`src/rtl/fpu_scoreboard_pkg.sv`:
```
// Shared widths, class encodings and bus payload types for the FP hazard unit.
package fpu_scoreboard_pkg;

    // Geometry and operand width
    localparam int unsigned XLEN     = 32;
    localparam int unsigned NREAD    = 3;
    localparam int unsigned NFWD     = 2;
    localparam int unsigned MAX_PEND = 3;
    localparam int unsigned CW       = $clog2(MAX_PEND + 1);
    localparam int unsigned AW       = 5;
    localparam int unsigned NREG     = 32;

    // Issue class encodings
    localparam logic fp_class_pipe = 1'b0;
    localparam logic fp_class_iter = 1'b1;

    // Issue-side request: issue slot, RF read data, forwarding taps, writeback, flush
    typedef struct packed {
        logic                   iss_valid;
        logic                   iss_fwren;
        logic [AW-1:0]          iss_waddr;
        logic                   iss_class;
        logic [NREAD-1:0]       iss_rden;
        logic [NREAD*AW-1:0]    iss_raddr;
        logic [NREAD*XLEN-1:0]  rf_rdata;
        logic [NFWD-1:0]        fwd_valid;
        logic [NFWD*AW-1:0]     fwd_addr;
        logic [NFWD*XLEN-1:0]   fwd_data;
        logic                   wb_valid;
        logic [AW-1:0]          wb_waddr;
        logic                   flush;
    } fp_scoreboard_in_type;

    // Response: combinational stall/operands, registered busy/err
    typedef struct packed {
        logic                   stall;
        logic [NREAD*XLEN-1:0]  opr_data;
        logic                   busy;
        logic                   err;
    } fp_scoreboard_out_type;

endpackage

```
`src/rtl/fpu_scoreboard_if.sv`:
```
// Bundles the scoreboard request and response payloads.
interface fpu_scoreboard_if;
    import fpu_scoreboard_pkg::*;

    fp_scoreboard_in_type  req;
    fp_scoreboard_out_type rsp;

    modport master (output req, input  rsp);
    modport slave  (input  req, output rsp);
endinterface

```
`src/rtl/fpu_fwd_mux.sv`:
```
// Per read port operand select: youngest matching forward tap wins over RF data.
module fpu_fwd_mux #(
    parameter int unsigned XLEN = 32,
    parameter int unsigned NFWD = 2,
    parameter int unsigned AW   = 5
) (
    input  logic                 rden_i,
    input  logic                 fwd_en_i,
    input  logic [AW-1:0]        raddr_i,
    input  logic [XLEN-1:0]      rf_rdata_i,
    input  logic [NFWD-1:0]      fwd_valid_i,
    input  logic [NFWD*AW-1:0]   fwd_addr_i,
    input  logic [NFWD*XLEN-1:0] fwd_data_i,
    output logic                 fwd_hit_c_o,
    output logic [XLEN-1:0]      data_c_o
);

    logic [XLEN-1:0] fwd_sel_c;

    // Priority scan: lowest index is the youngest result and is taken first
    always_comb begin
        fwd_hit_c_o = 1'b0;
        fwd_sel_c   = '0;
        for (int unsigned k = 0; k < NFWD; k++) begin
            if (!fwd_hit_c_o && fwd_valid_i[k] && (fwd_addr_i[k*AW +: AW] == raddr_i)) begin
                fwd_hit_c_o = 1'b1;
                fwd_sel_c   = fwd_data_i[k*XLEN +: XLEN];
            end
        end
    end

    // Forwarded value only when the single outstanding write is the one on the tap
    always_comb begin
        data_c_o = '0;
        if (rden_i) begin
            data_c_o = (fwd_en_i && fwd_hit_c_o) ? fwd_sel_c : rf_rdata_i;
        end
    end

endmodule

```
`src/rtl/fpu_scoreboard.sv`:
```
// FP hazard unit: per-register pending-write counters, RAW/WAW stall and operand forwarding.
module fpu_scoreboard
    import fpu_scoreboard_pkg::*;
(
    input  logic            clock,
    input  logic            reset,
    fpu_scoreboard_if.slave sb_if
);

    fp_scoreboard_in_type  req;
    fp_scoreboard_out_type rsp_c;

    logic [NREG-1:0][CW-1:0]    pend_q, pend_d;
    logic [NREG-1:0]            cls_q, cls_d;
    logic                       err_q, err_d;
    logic                       busy_q, busy_d;

    logic [NREAD-1:0]           rdy_c;
    logic [NREAD-1:0]           hit_c;
    logic [NREAD-1:0][XLEN-1:0] opr_c;
    logic [CW-1:0]              pend_w_c;
    logic                       dst_free_c;
    logic                       stall_c;
    logic                       fire_c;

    assign req = sb_if.req;

    // One forwarding mux and RAW readiness term per read port
    for (genvar p = 0; p < NREAD; p++) begin : g_port
        logic [AW-1:0] raddr_c;
        logic          one_c;

        assign raddr_c = req.iss_raddr[p*AW +: AW];
        assign one_c   = (pend_q[raddr_c] == CW'(1));

        fpu_fwd_mux #(
            .XLEN (XLEN),
            .NFWD (NFWD),
            .AW   (AW)
        ) u_fwd_mux (
            .rden_i      (req.iss_rden[p]),
            .fwd_en_i    (one_c),
            .raddr_i     (raddr_c),
            .rf_rdata_i  (req.rf_rdata[p*XLEN +: XLEN]),
            .fwd_valid_i (req.fwd_valid),
            .fwd_addr_i  (req.fwd_addr),
            .fwd_data_i  (req.fwd_data),
            .fwd_hit_c_o (hit_c[p]),
            .data_c_o    (opr_c[p])
        );

        assign rdy_c[p] = ~req.iss_rden[p] | (pend_q[raddr_c] == '0) | (one_c & hit_c[p]);
    end

    // WAW: pipe ops may stack behind pipe ops up to the cap; iterative ops never overlap
    always_comb begin
        pend_w_c   = pend_q[req.iss_waddr];
        dst_free_c = (pend_w_c == '0)
                   | ((cls_q[req.iss_waddr] == fp_class_pipe)
                      && (req.iss_class == fp_class_pipe)
                      && (pend_w_c < CW'(MAX_PEND)));
        stall_c    = req.iss_valid & (~(&rdy_c) | (req.iss_fwren & ~dst_free_c));
        fire_c     = req.iss_valid & ~stall_c & req.iss_fwren;
    end

    // Next counter/class/err state; flush clears counters and overrides fire/wb
    always_comb begin
        pend_d = pend_q;
        cls_d  = cls_q;
        err_d  = err_q;
        busy_d = 1'b0;
        if (req.flush) begin
            pend_d = '0;
        end else begin
            if (fire_c) begin
                cls_d[req.iss_waddr] = req.iss_class;
            end
            for (int unsigned r = 0; r < NREG; r++) begin
                if (fire_c && (req.iss_waddr == AW'(r))
                        && !(req.wb_valid && (req.wb_waddr == AW'(r)))) begin
                    if (pend_q[r] != CW'(MAX_PEND)) begin
                        pend_d[r] = pend_q[r] + CW'(1);
                    end
                end else if (req.wb_valid && (req.wb_waddr == AW'(r))
                        && !(fire_c && (req.iss_waddr == AW'(r)))) begin
                    if (pend_q[r] != '0) begin
                        pend_d[r] = pend_q[r] - CW'(1);
                    end
                end
            end
            if (req.wb_valid && (pend_q[req.wb_waddr] == '0)) begin
                err_d = 1'b1;
            end
        end
        for (int unsigned r = 0; r < NREG; r++) begin
            busy_d = busy_d | (pend_d[r] != '0);
        end
    end

    // Counter, class, busy and sticky error state
    always_ff @(posedge clock) begin
        if (reset) begin
            pend_q <= '0;
            cls_q  <= '0;
            err_q  <= 1'b0;
            busy_q <= 1'b0;
        end else begin
            pend_q <= pend_d;
            cls_q  <= cls_d;
            err_q  <= err_d;
            busy_q <= busy_d;
        end
    end

    // Response assembly
    always_comb begin
        rsp_c          = '0;
        rsp_c.stall    = stall_c;
        rsp_c.opr_data = opr_c;
        rsp_c.busy     = busy_q;
        rsp_c.err      = err_q;
    end

    assign sb_if.rsp = rsp_c;

endmodule

```
`src/flat_wrapper.sv`:
```
// flat-port wrapper written by rule: the top's interface ports become plain ports
module fpu_scoreboard_flat import fpu_scoreboard_pkg::*;
  (clock, reset, sb_if_req, sb_if_rsp);
  fpu_scoreboard_if sb_if_i ();
  input  logic clock;
  input  logic reset;
  input wire logic [$bits(sb_if_i.req)-1:0] sb_if_req;
  output wire logic [$bits(sb_if_i.rsp)-1:0] sb_if_rsp;
  assign sb_if_i.req = sb_if_req;
  assign sb_if_rsp = sb_if_i.rsp;
  fpu_scoreboard u_core (.clock(clock), .reset(reset), .sb_if(sb_if_i));
endmodule
```
`config.mk`:
```
export PLATFORM = sky130hd
export DESIGN_NAME = fpu_scoreboard_flat
export DESIGN_NICKNAME = d
export VERILOG_FILES = /design/src/rtl/fpu_scoreboard_pkg.sv /design/src/rtl/fpu_scoreboard_if.sv /design/src/rtl/fpu_fwd_mux.sv /design/src/rtl/fpu_scoreboard.sv /design/src/flat_wrapper.sv
export SDC_FILE = /design/constraint.sdc
export NUM_CORES = 1
export LEC_CHECK = 0
export BUFFER_PORTS_ARGS = -buffer_cell sky130_fd_sc_hd__buf_2
export CORE_UTILIZATION = 40
export DETAILED_ROUTE_END_ITERATION = 8
export SYNTH_ARGS = -nofsm -noshare
export SYNTH_HDL_FRONTEND = slang
export SYNTH_SLANG_ARGS = --single-unit
```
`constraint.sdc`:
```
create_clock -name clock -period 5.4 [get_ports clock]
set_input_delay 0.54 -clock clock [delete_from_list [all_inputs] [get_ports clock]]
set_output_delay 0.54 -clock clock [all_outputs]
set_load 0.05 [all_outputs]
```
* Yosys cells after proc, flatten, opt, wreduce, memory -nomap -nowiden
Cells that the tools add are included.
W data, S select, Z words.
** Cells by class
- Multiplexer cells :: 162
- Add/subtract/negate cells :: 64
- Order comparisons :: 7
- Equality and inequality tests :: 103
- Reductions and logical operators :: 285
- Bitwise operators :: 55
** Operators by type and width (count)
- $mux W32 :: 12
- $mux W2 :: 133
- $eq A5 B5 Y1 const B :: 32
- $logic_and A1 B1 Y1 :: 144
- $reduce_bool A2 Y1 :: 64
- $eq A5 B4 Y1 const B :: 16
- $logic_not A1 Y1 :: 67
- $add A2 B1 Y2 const B :: 32
- $mux W64 :: 1
- $ne A2 B2 Y1 const B :: 32
- $sub A2 B1 Y2 const B :: 32
- $bmux W2 S5 :: 5
- $eq A5 B3 Y1 const B :: 8
- $or A1 B1 Y1 :: 39
- $bwmux W32 :: 1
- $eq A5 B5 Y1 :: 6
- $lt A5 B6 Y1 const B :: 5
- $eq A5 B2 Y1 const B :: 4
- $eq A5 B1 Y1 const B :: 2
- $logic_not A2 Y1 :: 5
- $logic_not A5 Y1 :: 2
- $not A1 Y1 :: 9
- $mux W1 :: 8
- $and A1 B1 Y1 :: 7
- other kinds (7) :: 10
** Storage, ports and cells
- Input bits :: 207
- Register bits after elaboration :: 98
- Output and inout bits :: 99

* Longest topological paths before layout
- Depth after elaboration :: 54
- Depth in mapped cells :: 19
- Depth with buffers taken out :: 12

* Modules after synthesis
From an unflattened synthesis, not the netlist that was laid out.
** Second synthesis, totals
- Cells, all modules :: 1617
- Area, all modules :: 11788.8 um^2
** Modules (own cells, without submodules)
- fpu_scoreboard :: area an instance 9123.8 um^2, instances 1, cells each 1224, seq. area each 1961.9 um^2
- fpu_fwd_mux :: area an instance 888.4 um^2, instances 3, cells each 131, seq. area each 0.0 um^2

* Least setup slack after synthesis
Ideal clock, no wire load.
- Kind :: input-to-output
- Start point :: in sb_if_req[185]
- End point :: out sb_if_rsp[37]
- Data arrival time :: 3.791 ns
- Setup slack :: 1.069 ns
- Buffers on the path :: 4
- Cell stages on the path :: 11
- Cells stage by stage :: buf_2 -> buf_2 -> mux2i_1 -> a22oi_1 -> nand2_1 -> a2111oi_0 -> nor3b_1 -> clkbuf_1 -> clkbuf_1 -> nor2_1 -> a211oi_1
** Between the ends
- Word-level cells in the longest chain between the ends :: 10
** RTL lines
- start, declared :: RTL line flat_wrapper.sv:7 : input wire logic [$bits(sb_if_i.req)-1:0] sb_if_req;
- branches (longest 8 deep; another with $bmux W2 S5)
- $mux W32 (*) :: RTL line fpu_fwd_mux.sv:36 : data_c_o = (fwd_en_i && fwd_hit_c_o) ? fwd_sel_c : rf_rdata_i;
- $mux W32 (*) :: RTL line fpu_fwd_mux.sv:35 : if (rden_i) begin
- end, declared :: RTL line flat_wrapper.sv:8 : output wire logic [$bits(sb_if_i.rsp)-1:0] sb_if_rsp;
Every way passes the cells marked *. The select of a mux whose other input is x is not followed.

* Final worst setup path
- Start point :: in sb_if_req[190]
- End point :: reg u_core.busy_q
** Between the ends
- Word-level cells in the longest chain between the ends :: 54
** RTL lines
- branches (longest 8 deep; another with $bmux W2 S5)
- $or A1 B1 Y1 (*) :: RTL line fpu_scoreboard.sv:52 : assign rdy_c[p] = ~req.iss_rden[p] | (pend_q[raddr_c] == '0) | (one_c & hit_c[p]);
- $reduce_and A3 Y1 (*) :: RTL line fpu_scoreboard.sv:62 : stall_c = req.iss_valid & (~(&rdy_c) | (req.iss_fwren & ~dst_free_c));
- $not A1 Y1 (*) :: RTL line fpu_scoreboard.sv:62
- $or A1 B1 Y1 (*) :: RTL line fpu_scoreboard.sv:62
- $and A1 B1 Y1 (*) :: RTL line fpu_scoreboard.sv:62
- $not A1 Y1 (*) :: RTL line fpu_scoreboard.sv:63 : fire_c = req.iss_valid & ~stall_c & req.iss_fwren;
- $and A1 B1 Y1 (*) (2 in a row) :: RTL line fpu_scoreboard.sv:63
- $logic_and A1 B1 Y1 :: RTL line fpu_scoreboard.sv:79, fpu_scoreboard.sv:85
- $logic_not A1 Y1 :: RTL line fpu_scoreboard.sv:85 : && !(fire_c && (req.iss_waddr == AW'(r)))) begin
- $logic_and A1 B1 Y1 :: RTL line fpu_scoreboard.sv:85
- $mux W2 :: RTL line fpu_scoreboard.sv:84 : end else if (req.wb_valid && (req.wb_waddr == AW'(r))
- $mux W2 :: RTL line fpu_scoreboard.sv:79 : if (fire_c && (req.iss_waddr == AW'(r))
- $mux W64 (*) :: RTL line fpu_scoreboard.sv:72 : if (req.flush) begin
- $reduce_bool A2 Y1 :: RTL line fpu_scoreboard.sv:96 : busy_d = busy_d | (pend_d[r] != '0);
- $or A1 B1 Y1 (30 in a row) :: RTL line fpu_scoreboard.sv:96
- $or A1 B1 Y1 (*) :: RTL line fpu_scoreboard.sv:96
- end signal, assigned :: RTL line fpu_scoreboard.sv:111 : busy_q <= busy_d;
- end, declared :: RTL line fpu_scoreboard.sv:16 : logic busy_q, busy_d;
Marks and branches as above.
A chain may end at the register's enable or synchronous reset.

==> out/qor.csv <==
stage,metric,value,unit
power,Pint,1.26,mW
synth,post-synth design cell area,11700,um^2
finish,P&R area growth vs syn,16.9,%
flow_run,max_cap viols,0,
global_route,global-route wire length before repair,89500,um
worst_setup_path,Startpoint Class,input port,
routing,remaining antenna violation count,0,
global_route,largest net degree at the start of global routing,71,
synth,Mapped Nets,1875,
placed_design,post-DP HPWL,46700,um
sta,final hold violation count,0,
synth,Main synth FF type,dfxtp_1,
placed_design,Placed Instances,2228,
synth,Ys Warns,0,
min_path,min-delay worst type,flop to flop,
finish,multi-input gate area in the final layout,8880,um^2
sta,RSZ-0062 raised after global routing,false,
power,Lkg Pwr,5.36,nW
cts,clk sinks,98,
synth,"FF+latch count, synth",98,
power,power share of the clock group,0.291,
worst_setup_path,"Max FO, Critical Path",37,
cts,TritonCTS clock tree,done,
die,Ports,306,
power,sw power,0.857,mW
die,die width,173,um
cts,post-cts hold buffer count,0,
global_route,grt ovf,0,
routing,Detailed Routing Iterations Pass 1,6,
sta,Pins Over Slew Limit,0,
finish,post-route cell area,13700,um^2
placed_design,port buffer count,305,
cts,CTS H-tree depth,3,
finish,Layout Utilization,0.476,
die,die area,30000,um^2
placed_design,area post-placement,13400,um^2
synth,"Avg Cell Area, Syn",7.03,um^2
placed_design,global placer's final weighted congestion,1.03,
min_path,hold wc startpoint,u_core.err_q$_SDFFE_PP0P_,
synth,distinct cell type count after synthesis,82,
power,Reg power frac,0.342,
placed_design,dpl ws,44.6,ps
finish,"commonest non-fill, non-tap cell in the layout",buf_2,
power,Sw Share,0.405,
global_route,GRT Total Usage,0.398,
cts,Root Driver,clkbuf_16,
worst_setup_path,Setup CP Type,input port to flop,
sta,fmax,197,MHz
finish,Layout Cells excl Fill,2246,
routing,Vias/cell,6.62,
routing,WL final,61900,um
cts,Clock transition at path regs,80,ps
synth,register area share after synthesis,0.167,
routing,WL per Instance,27.6,um
synth,Synth async-reset ratio,0,
cts,CTS resizes,0,
finish,nets,2062,
cts,postcts setup bufs,0,
power,part of the power in combinational logic,0.367,
worst_setup_path,Worst R2R Start,u_core.pend_q[57]$_SDFF_PP0_,
global_route,vias in the first global route,13600,
cts,Clock Latency Late Sink,370,ps
sta,Worst Tran Pin Value,1020,ps
die,Die Y,173,um
routing,via count,14900,
worst_setup_path,Worst EP required,5610,ps
sta,final period utilization,0.939,
global_route,antenna violations before repair,3,
die,row count,62,
sta,Max-slew headroom,0.317,
status,status,"finished, final reports clean",
die,initial core utilization,0.407,
finish,Fillers,3095,
routing,starting DRC count in detailed routing,1532,
power,Pwr Total,2.12,mW
sta,Setup Viol. Count Final,0,
sta,setup tns final,0,ps
sta,PnR worst setup slack,330,ps
worst_setup_path,CP Launch Point,sb_if_req[190],
worst_setup_path,Critical Path End Type,flop,
power,Pwr per Cell Area,154,nW/um^2
sta,Fin Hold WS,474,ps
sta,clk_skew,13.2,ps
synth,number of synthesized flops with an enable pin,0,
finish,share of layout cells above drive strength 1,0.233,
power,peak supply drop,271,uV
routing,drt drc,0,
worst_setup_path,WP data arrival,5280,ps
sta,minimum clock period,5070,ps
finish,most frequent cells in the layout,"buf_2, nor2_1, mux2i_1",
synth,Mapped Cells,1668,
die,core area,28800,um^2
finish,register area,1960,um^2
cts,deepest clock path buffer count,2,
cts,CTS buffer count,9,
-- final cells by class --
type / count / share of cell area
clock inverter: 4 / 0.00219
sequential: 98 / 0.143
clock buffer: 10 / 0.0167
multi-input combinational: 1353 / 0.648
tap: 384 / 0.0350
antenna: 4 / 0.000730
inverter: 32 / 0.00876
timing repair buffer: 361 / 0.146
-- power by group through the flow --
stage                     clock network, mW  registers [mW]  logic, mW
final                                 0.616           0.725      0.777
after detailed placement                  0           0.742      0.760
after global placement                    0           0.742      0.761
after global routing                  0.646           0.724      0.816
after floorplan                           0           0.741      0.493
after CTS                             0.626           0.725      0.763
-- synth_stat cells (6+ instances only) --
library cell / instances / area [um^2]
buf_2: 26 / 130
mux4_2: 21 / 473
a21oi_1: 114 / 571
nor3b_1: 9 / 67.6
xor2_1: 26 / 228
a41oi_1: 6 / 52.6
o31a_1: 6 / 52.6
nand2_1: 117 / 439
and2_1: 11 / 68.8
nor3_1: 78 / 390
nand3_1: 37 / 185
a211o_1: 6 / 52.6
a22oi_1: 104 / 781
nor4_1: 21 / 131
mux2i_1: 137 / 1370
o31ai_1: 19 / 143
nor2b_1: 34 / 213
nand2b_1: 18 / 113
a221oi_1: 35 / 307
o21ai_0: 40 / 200
buf_6: 8 / 90.1
mux2_2: 9 / 101
nor2_1: 273 / 1020
dfxtp_1: 98 / 1960
a31oi_1: 9 / 56.3
nand4_1: 10 / 62.6
a21o_1: 9 / 67.6
o21a_1: 9 / 67.6
xnor2_1: 9 / 78.8
a2111oi_0: 6 / 52.6
a211oi_1: 48 / 360
or2_2: 6 / 37.5
clkbuf_1: 144 / 541
or4_1: 8 / 60.1
o211ai_1: 16 / 120
and3_1: 9 / 56.3
inv_1: 29 / 109
o311ai_0: 11 / 96.3
-- logic make-up (layout without fill, tap and decap cells) --
kind of cell               Yosys count  count (layout)  synth area share
other                                0               4                 0
DFF                                 98              98             0.167
buffers and inverters              217             407            0.0787
and+or+nand+nor                    652             652             0.259
adders and majority gates            2               2           0.00181
AOI/OAI and AO/OA                  497             497             0.301
xor gates and xnor gates            35              35            0.0261
muxes                              167             167             0.166
-- worst max-delay path, cell delays in order --
cell and delay, ps:
buf_2 710, mux2i_1 280, a22oi_1 110, nand3_1 130
a41oi_1 210, a2111oi_1 810, buf_4 280, nand4b_4 260
nand2b_1 420, or4_1 570, a32oi_1 260, nand4_1 170
nor4_1 360, a41oi_1 150
-- path summary, 6_finish.rpt --
| check | slack, ps | cells after the start | to |
|---|---|---|---|
| worst max-delay path | 330 | 14 | u_core.busy_q$_SDFF_PP0_ |
| worst min-delay path | 470 | 2 | u_core.err_q$_SDFFE_PP0P_ |
| worst max register to register | 620 | 13 | u_core.busy_q$_SDFF_PP0_ |
| worst min register to register | 470 | 2 | u_core.err_q$_SDFFE_PP0P_ |
-- sequential cells by signal, summed over array words and instances, names as in the netlist --
signal / count
u_core.err_q: 1
u_core.cls_q: 32
u_core.busy_q: 1
u_core.pend_q: 64
-- routing by layer --
layer	wire length, um	global-route usage
met1	24300	0.511
met2	27400	0.623
met5	0	0
met4	3780	0.227
met3	6390	0.0779
Power figures use the tool's default switching activity.
